$ cat src/rtl/dec_controller_if.sv
// Strobe inputs and level/decrement outputs exchanged between game logic and
// the decrement controller.
interface dec_controller_if;
  logic        start;
  logic        over;
  logic        kill;
  logic        tick;
  logic [30:0] dec;
  logic [7:0]  level;
  logic        level_up;
  logic        at_max;

  // Game logic drives the strobes and observes the controller state.
  modport master (
    output start, over, kill, tick,
    input  dec, level, level_up, at_max
  );

  // The controller samples the strobes and drives the registered results.
  modport slave (
    input  start, over, kill, tick,
    output dec, level, level_up, at_max
  );
endinterface

$ cat src/rtl/dec_controller.sv
// Difficulty controller: raises the timer-period decrement in fixed steps after
// enough kills or ticks, saturating at a ceiling and reporting the level.
module dec_controller #(
  parameter int unsigned DEC_STEP       = 2_000_000,
  parameter int unsigned DEC_MAX        = 80_000_000,
  parameter int unsigned KILLS_PER_STEP = 10,
  parameter int unsigned TICKS_PER_STEP = 30
) (
  input  logic             clk,
  input  logic             rst,
  dec_controller_if.slave  bus
);

  typedef enum logic [1:0] {
    IDLE   = 2'd0,
    RUN    = 2'd1,
    FROZEN = 2'd2
  } state_e;

  localparam logic [31:0] DEC_STEP_W = 32'(DEC_STEP);
  localparam logic [31:0] DEC_MAX_W  = 32'(DEC_MAX);
  localparam logic [30:0] DEC_MAX_31 = DEC_MAX_W[30:0];
  localparam logic [8:0]  KILL_THR   = 9'(KILLS_PER_STEP);
  localparam logic [8:0]  TICK_THR   = 9'(TICKS_PER_STEP);
  localparam logic [7:0]  LEVEL_TOP  = 8'd255;

  state_e      state_q,    state_d;
  logic [30:0] dec_q,      dec_d;
  logic [7:0]  level_q,    level_d;
  logic        level_up_q, level_up_d;
  logic        at_max_q,   at_max_d;
  logic [7:0]  kill_cnt_q, kill_cnt_d;
  logic [7:0]  tick_cnt_q, tick_cnt_d;

  logic [8:0]  kill_sum;
  logic [8:0]  tick_sum;
  logic        trigger;
  logic [31:0] step_sum;
  logic [30:0] step_dec;
  logic        below_max;

  // Counts include the strobe of the current cycle so the step lands on the
  // same edge that samples the threshold-reaching strobe.
  assign kill_sum  = {1'b0, kill_cnt_q} + {8'd0, bus.kill};
  assign tick_sum  = {1'b0, tick_cnt_q} + {8'd0, bus.tick};
  assign trigger   = (kill_sum >= KILL_THR) || (tick_sum >= TICK_THR);

  // 32-bit sum cannot wrap for any legal DEC_MAX below 2^31.
  assign step_sum  = {1'b0, dec_q} + DEC_STEP_W;
  assign step_dec  = (step_sum >= DEC_MAX_W) ? DEC_MAX_31 : step_sum[30:0];
  assign below_max = (dec_q < DEC_MAX_31);

  always_comb begin
    // NOTE: every combinational output gets a default before any branch, so no
    // path leaves a signal unassigned and no latch is inferred.
    state_d    = state_q;
    dec_d      = dec_q;
    level_d    = level_q;
    level_up_d = 1'b0;
    at_max_d   = at_max_q;
    kill_cnt_d = kill_cnt_q;
    tick_cnt_d = tick_cnt_q;

    if (bus.start) begin
      // Restart from any state; start also beats a simultaneous over.
      state_d    = RUN;
      dec_d      = '0;
      level_d    = '0;
      at_max_d   = 1'b0;
      kill_cnt_d = '0;
      tick_cnt_d = '0;
    end else begin
      unique case (state_q)
        IDLE: begin
          kill_cnt_d = '0;
          tick_cnt_d = '0;
        end

        RUN: begin
          if (bus.over) begin
            state_d    = FROZEN;
            kill_cnt_d = '0;
            tick_cnt_d = '0;
          end else if (trigger) begin
            kill_cnt_d = '0;
            tick_cnt_d = '0;
            if (below_max) begin
              dec_d      = step_dec;
              at_max_d   = (step_dec == DEC_MAX_31);
              level_up_d = 1'b1;
              level_d    = (level_q == LEVEL_TOP) ? level_q : level_q + 8'd1;
            end
          end else begin
            kill_cnt_d = kill_sum[7:0];
            tick_cnt_d = tick_sum[7:0];
          end
        end

        FROZEN: begin
          kill_cnt_d = '0;
          tick_cnt_d = '0;
        end

        default: begin
          state_d    = IDLE;
          kill_cnt_d = '0;
          tick_cnt_d = '0;
        end
      endcase
    end
  end

  always_ff @(posedge clk or negedge rst) begin
    if (!rst) begin
      state_q    <= IDLE;
      dec_q      <= '0;
      level_q    <= '0;
      level_up_q <= 1'b0;
      at_max_q   <= 1'b0;
      kill_cnt_q <= '0;
      tick_cnt_q <= '0;
    end else begin
      // NOTE: non-blocking assignments keep every flop sampling pre-edge values,
      // independent of statement order.
      state_q    <= state_d;
      dec_q      <= dec_d;
      level_q    <= level_d;
      level_up_q <= level_up_d;
      at_max_q   <= at_max_d;
      kill_cnt_q <= kill_cnt_d;
      tick_cnt_q <= tick_cnt_d;
    end
  end

  assign bus.dec      = dec_q;
  assign bus.level    = level_q;
  assign bus.level_up = level_up_q;
  assign bus.at_max   = at_max_q;

endmodule
$ cat src/flat_wrapper.sv
// flat-port wrapper written by rule: the top's interface ports become plain ports
module dec_controller_flat 
#(
  parameter int unsigned DEC_STEP       = 2_000_000,
  parameter int unsigned DEC_MAX        = 80_000_000,
  parameter int unsigned KILLS_PER_STEP = 10,
  parameter int unsigned TICKS_PER_STEP = 30
)
  (clk, rst, bus_start, bus_over, bus_kill, bus_tick, bus_dec, bus_level, bus_level_up, bus_at_max);
  dec_controller_if bus_i ();
  input  logic clk;
  input  logic rst;
  input wire logic [$bits(bus_i.start)-1:0] bus_start;
  input wire logic [$bits(bus_i.over)-1:0] bus_over;
  input wire logic [$bits(bus_i.kill)-1:0] bus_kill;
  input wire logic [$bits(bus_i.tick)-1:0] bus_tick;
  output wire logic [$bits(bus_i.dec)-1:0] bus_dec;
  output wire logic [$bits(bus_i.level)-1:0] bus_level;
  output wire logic [$bits(bus_i.level_up)-1:0] bus_level_up;
  output wire logic [$bits(bus_i.at_max)-1:0] bus_at_max;
  assign bus_i.start = bus_start;
  assign bus_i.over = bus_over;
  assign bus_i.kill = bus_kill;
  assign bus_i.tick = bus_tick;
  assign bus_dec = bus_i.dec;
  assign bus_level = bus_i.level;
  assign bus_level_up = bus_i.level_up;
  assign bus_at_max = bus_i.at_max;
  dec_controller #(.DEC_STEP(DEC_STEP), .DEC_MAX(DEC_MAX), .KILLS_PER_STEP(KILLS_PER_STEP), .TICKS_PER_STEP(TICKS_PER_STEP)) u_core (.clk(clk), .rst(rst), .bus(bus_i));
endmodule
$ cat config.mk
export PLATFORM = sky130hd
export DESIGN_NAME = dec_controller_flat
export DESIGN_NICKNAME = d
export VERILOG_FILES = /design/src/rtl/dec_controller_if.sv /design/src/rtl/dec_controller.sv /design/src/flat_wrapper.sv
export SDC_FILE = /design/constraint.sdc
export NUM_CORES = 1
export LEC_CHECK = 0
export BUFFER_PORTS_ARGS = -buffer_cell sky130_fd_sc_hd__buf_2
export CAP_MARGIN = 15
export CELL_PAD_IN_SITES_DETAIL_PLACEMENT = 1
export CELL_PAD_IN_SITES_GLOBAL_PLACEMENT = 2
export CORE_MARGIN = 2
export CORE_UTILIZATION = 38
export CTS_CLUSTER_SIZE = 25
export DETAILED_ROUTE_END_ITERATION = 10
export PLACE_DENSITY = 0.83
export SYNTH_ARGS = -nofsm -noshare
export SYNTH_HDL_FRONTEND = slang
export SYNTH_SLANG_ARGS = --single-unit
$ cat constraint.sdc
create_clock -name clk -period 7 [get_ports clk]
set_clock_uncertainty 0.1 [all_clocks]
set_input_delay 0.35 -clock clk [delete_from_list [all_inputs] [get_ports clk]]
set_output_delay 0.35 -clock clk [all_outputs]
set_load 0.005 [all_outputs]
==> Yosys cells after proc, flatten, opt, wreduce, memory -nomap -nowiden <==
Cells that the tools add are included.
{ "word_totals": {"reg_bits": 59, "input_bits": 6, "output_inout_bits": 41, "wordCells": 65} }
{ "classes": {"addsub": 4, "magnitude_cmp": 4, "n_eq_ne": 8, "mux": 33, "n_reduce_logical": 9} }
{ "op_table": {"columns": ["op", "n"], "rows": [
  ["2-to-1 mux 31 bit", 6],
  ["2-to-1 mux 8 bit", 14],
  ["adder 31 x 21 -> 32 bit, second input constant", 1],
  ["greater-or-equal comparator 32 x 27 -> 1 bit, second input constant", 1],
  ["equality test 31 x 27 -> 1 bit, second input constant", 1],
  ["less-than comparator 31 x 27 -> 1 bit, second input constant", 1],
  ["adder 8 x 1 -> 9 bit", 2],
  ["2-to-1 mux 1 bit", 10],
  ["greater-or-equal comparator 9 x 4 -> 1 bit, second input constant", 1],
  ["greater-or-equal comparator 9 x 5 -> 1 bit, second input constant", 1],
  ["adder 8 x 1 -> 8 bit, second input constant", 1],
  ["equality test 8 bit, second input constant", 1],
  ["nonzero test 2 bit", 3],
  ["AND reduction 5 bit", 1],
  ["2-to-1 mux 2 bit", 2],
  ["inequality test 2 bit, second input constant", 2],
  ["one-hot mux 2 bit (2 select lines)", 1],
  ["AND reduction 4 bit", 1],
  ["inequality test 3 bit, second input constant", 1],
  ["equality test 2 x 1 -> 1 bit, second input constant", 1],
  ["equality test 2 bit, second input constant", 1],
  ["zero test 2 bit", 1],
  ["inequality test 2 x 1 -> 1 bit, second input constant", 1],
  ["AND reduction 2 bit", 1],
  ["other kinds (2)", 2]
]} }

==> Longest topological paths before layout <==
{ "depth": {"word_depth": 9, "ltp_mapped": 11, "depth_no_buf": 10} }

==> Worst setup path after synthesis <==
No wires, ideal clock.
{ "synth_timing": {"path_kind": "input port to flip-flop", "from": "in bus_kill", "to": "reg u_core.level_q[0], in the netlist u_core.bus.level[0]", "setup_time_ps": 125, "arrival_ps": 2632, "t_required_ps": 6775, "path_slack_ps": 4144, "cell_stages": 8, "cell_sequence": "ha_1 ha_1 nand4b_1 o22ai_1 o211ai_1 or4_1 a31oi_1 mux2_2"} }
{ "synth_between": {"elab_chain_len": 5} }
{ "synth_rtl": {"columns": ["element", "line_no", "rtl"], "rows": [
  ["start, declared", "flat_wrapper.sv:15", "input wire logic [$bits(bus_i.kill)-1:0] bus_kill;"],
  ["adder 8 x 1 -> 9 bit", "dec_controller.sv:44", "assign kill_sum = {1'b0, kill_cnt_q} + {8'd0, bus.kill};"],
  ["greater-or-equal comparator 9 x 4 -> 1 bit", "dec_controller.sv:46", "assign trigger = (kill_sum >= KILL_THR) || (tick_sum >= TICK_THR);"],
  ["logical OR 1 bit", "dec_controller.sv:46", null],
  ["nonzero test 2 bit (no source line)", null, null],
  ["AND reduction 5 bit (no source line)", null, null],
  ["end signal, assigned", "dec_controller.sv:127", "level_q <= level_d;"],
  ["end, declared", "dec_controller.sv:29", "logic [7:0] level_q, level_d;"]
]} }
No other way between the ends.
A chain may end at the register's enable or synchronous reset.

==> Worst setup path after layout <==
{ "layout_timing": {"from": "reg u_core.dec_q[17], in the netlist u_core.bus.dec[17]", "to": "reg u_core.dec_q[18], in the netlist u_core.bus.dec[18]"} }
{ "layout_between": {"elab_chain_len": 8, "word_cells_on_any_way": 11, "classes_between": "add/sub: 1; order compare: 2; mux: 6; reduce/logical: 2"} }
{ "layout_rtl": {"columns": ["element", "line_no", "rtl"], "rows": [
  ["start, declared", "dec_controller.sv:28", "logic [30:0] dec_q, dec_d;"],
  ["start signal, assigned", "dec_controller.sv:116", "dec_q <= '0;"],
  ["start signal, assigned", "dec_controller.sv:126", "dec_q <= dec_d;"],
  ["adder 31 x 21 -> 32 bit", "dec_controller.sv:49", "assign step_sum = {1'b0, dec_q} + DEC_STEP_W;"],
  ["greater-or-equal comparator 32 x 27 -> 1 bit", "dec_controller.sv:50", "assign step_dec = (step_sum >= DEC_MAX_W) ? DEC_MAX_31 : step_sum[30:0];"],
  ["2-to-1 mux 31 bit", "dec_controller.sv:50", null],
  ["2-to-1 mux 31 bit", "dec_controller.sv:87", "if (below_max) begin"],
  ["2-to-1 mux 31 bit", "dec_controller.sv:84", "end else if (trigger) begin"],
  ["2-to-1 mux 31 bit", "dec_controller.sv:80", "if (bus.over) begin"],
  ["2-to-1 mux 31 bit", "dec_controller.sv:73", "unique case (state_q)"],
  ["2-to-1 mux 31 bit", "dec_controller.sv:64", "if (bus.start) begin"]
]} }
Parallel ways exist; a longest one is shown, timed or not. The select of a mux whose other input is x is not followed.

==> metrics.csv <==
metric;value;unit
Initial Utilization;38.5;%
status;complete, no violations;
Post-synth EDFFs;0;
initial antenna violation count;0;
I/O pins;47;
Yosys reg bits;59;
dpl hpwl;6710;um
global-route wire length before repair;16500;um
drt wl/cell;17.3;um
final non-filler cell total;554;
Slew headroom;47.4;%
Vias;3152;
vias in the first global route;3120;
placed insts;539;
crit path launch type;register;
die width;100;um
Row Count;35;
# diodes;0;
share of cells above drive strength 1;17.6;%
Tmin final;3.46;ns
power after layout;0.846;mW
cell count after synthesis;402;
Crit-path slowest cell;or4_4;
Worst EP required;7.14;ns
WP data arrival;3.60;ns
Mapped Area;3510;um2
via/cell ratio;5.69;
Reg power frac;45.1;%
P&R area growth vs syn;14.1;%
synth warn;0;
Logic pwr share;14.0;%
Max Cap Viol;0;
Overall Global Routing Usage;20.8;%
core area;9110;um2
Die Ht;100;um
fin crit share;49.4;%
Num CTS Buffers;9;
CP Class;reg -> reg;
Slew Viols, Final;0;
Yosys cell types;64;
Setup TNS;0;ns
Seq/Total Area, Yosys;42.1;%
root buf cell;clkbuf_8;
Post-CTS Setup Bufs;0;
largest net degree at the start of global routing;60;
worst slew pin tran;0.790;ns
CTS max path bufs;2;
wire length on met2;4550;um
Post-CTS Hold Buffers;0;
P_sw;0.239;mW
Finished Cell Area;4010;um2
PD cells;211;nW/um2
clock transition at the registers of the reported paths;0.07;ns
M1 wire length;4470;um
placed cell areas;3790;um2
highest clock rate;289;MHz
clock latency on the worst-skew pair;0.34;ns
Final Setup Violations;0;
Final Wtd Congestion;0.776;
Post-route DRC;0;
ys flop type;dfrtp_1;
HP Class;in -> async;
CP endpoint kind;register;
Die ar.;10000;um2
sw frac;28.2;%
Clock power frac;40.8;%
worst-path fanout max;12;
Final ANT Viol Nets;0;
Worst setup startpoint;u_core.bus.dec[17]$_DFFE_PN0P_;
final core occ;44.0;%
nets@finish;451;
Lkg Pwr;1.76;nW
worst-path cell chain;or4_4, a311o_1, o221ai_2, o211ai_1, a41o_1, o21ai_2, nor2b_1, a311oi_1;
maximum VDD drop;0.104;mV
Fin. Hold Viols;0;
CTS H-tree depth;3;
RSZ-0062 raised after global routing;false;
Highest Signal Layer;met4;
DRT iter0 DRCs;116;
grt ovf;0;
share of flip-flops with an asynchronous set or reset;100;%
delay of the slowest critical-path stage;0.60;ns
Post-CTS Resized;0;
Port Buffers;46;
DRT Wirelength;9610;um
CTS tree;done;
worst flop-to-flop path startpoint;u_core.bus.dec[17]$_DFFE_PN0P_;
Synth Area per Inst;8.73;um2
met3 WL post-DR;404;um
Num Clock Sinks;59;
TritonRoute pass-1 iters;4;
internal power;0.607;mW
area by class of cell:
type | instances | area [um2]
Fill cell | 1129 | 5100
Clock buffer | 10 | 138
Timing Repair Buffer | 47 | 238
Tap cell | 111 | 139
Clock inverter | 5 | 77.6
Multi-Input combinational cell | 312 | 1900
Sequential cell | 59 | 1480
Inverter | 10 | 37.5
Yosys cell counts (4+ instances only):
cell      instances  area share, %
nand3_1          21            3.0
a21o_1            9            1.9
o21ai_0          14            2.0
nor3b_1           5            1.1
and2_1           12            2.1
nand3b_1          6            1.3
nor3_1           11            1.6
clkbuf_1         22            2.4
a21oi_1          27            3.8
nand2_1          40            4.3
nand4_1           7            1.2
a31oi_1           5           0.89
a211oi_1          6            1.3
dfrtp_1          59             42
or3_1             9            1.6
nor2b_1           7            1.2
xor2_1            4            1.0
nor2_1           40            4.3
xnor2_1           7            1.7
ha_1              6            2.1
nor4_1            5           0.89
inv_1            10            1.1
worst paths after layout:
| path | to | slack [ns] | cells after the start |
|---|---|---|---|
| max | u_core.bus.dec[18]$_DFFE_PN0P_ | 3.54 | 8 |
| min | u_core.bus.dec[9]$_DFFE_PN0P_ | 0.06 | 2 |
| max reg2reg | u_core.bus.dec[18]$_DFFE_PN0P_ | 3.54 | 8 |
| min reg2reg | u_core.bus.dec[5]$_DFFE_PN0P_ | 0.38 | 1 |
| max in group asynchronous | u_core.bus.level_up$_DFF_PN0_ | 6.20 | 2 |
| min in group clk | u_core.state_q[1]$_DFFE_PN0P_ | 0.19 | 3 |
power groups by stage:
stage	registers, mW	clock network [mW]	logic [mW]
floorplan	0.374	0	0.0898
global placement	0.386	0	0.117
detailed placement	0.387	0	0.120
CTS	0.382	0.355	0.120
global route	0.386	0.372	0.134
finish	0.382	0.345	0.119
per-layer routing:
layer / vias to the layer above / GRT usage, %
met5: - / 0
met4: 0 / 7.27
met3: 14 / 3.41
met2: 62 / 33.0
met1: 1556 / 28.8
li1: 1520 / -
cell usage in the layout (no fill, tap or decap), types with 9 or more instances in the layout:
cell type / netlist / routed
a21o_1: 9 / 9
a21oi_1: 27 / 27
and2_1: 12 / 12
buf_2: 1 / 46
clkbuf_8: 0 / 10
dfrtp_1: 59 / 59
inv_1: 10 / 10
nand2_1: 40 / 40
nand3_1: 21 / 21
nor2_1: 40 / 40
nor3_1: 11 / 11
o21ai_0: 14 / 14
or3_1: 9 / 9
worst max-delay path, delay by kind of cell, from the launching register on:
family	cells	cell delay, ns
AOI/OAI and AO/OA	6	1.89
and+or+nand+nor	2	0.83
DFF	1	0.53
stage by stage:
stage | hold slack [ns] | worst slack (ns)
floorplan | -0.0456 | 4.14
global placement | 0.365 | 3.52
detailed placement | 0.365 | 3.40
CTS | 0.100 | 3.49
global route | 0.148 | 3.09
finish | 0.0619 | 3.54
cells by family after synthesis:
family,Yosys count,synth area share [%]
buf+inv,37,4.42
other cells,1,0.107
compound gates,101,20.2
simple gates,184,27.4
xor+xnor,11,2.74
fa+ha+maj,6,2.14
mux,3,0.927
flops,59,42.1
state kept, by name (all words and copies together) (netlist names):
| register | flops |
|---|---|
| u_core.bus.at_max | 1 |
| u_core.bus.dec | 31 |
| u_core.bus.level | 8 |
| u_core.bus.level_up | 1 |
| u_core.kill_cnt_q | 8 |
| u_core.state_q | 2 |
| u_core.tick_cnt_q | 8 |
(Power assumes the default switching activity.)
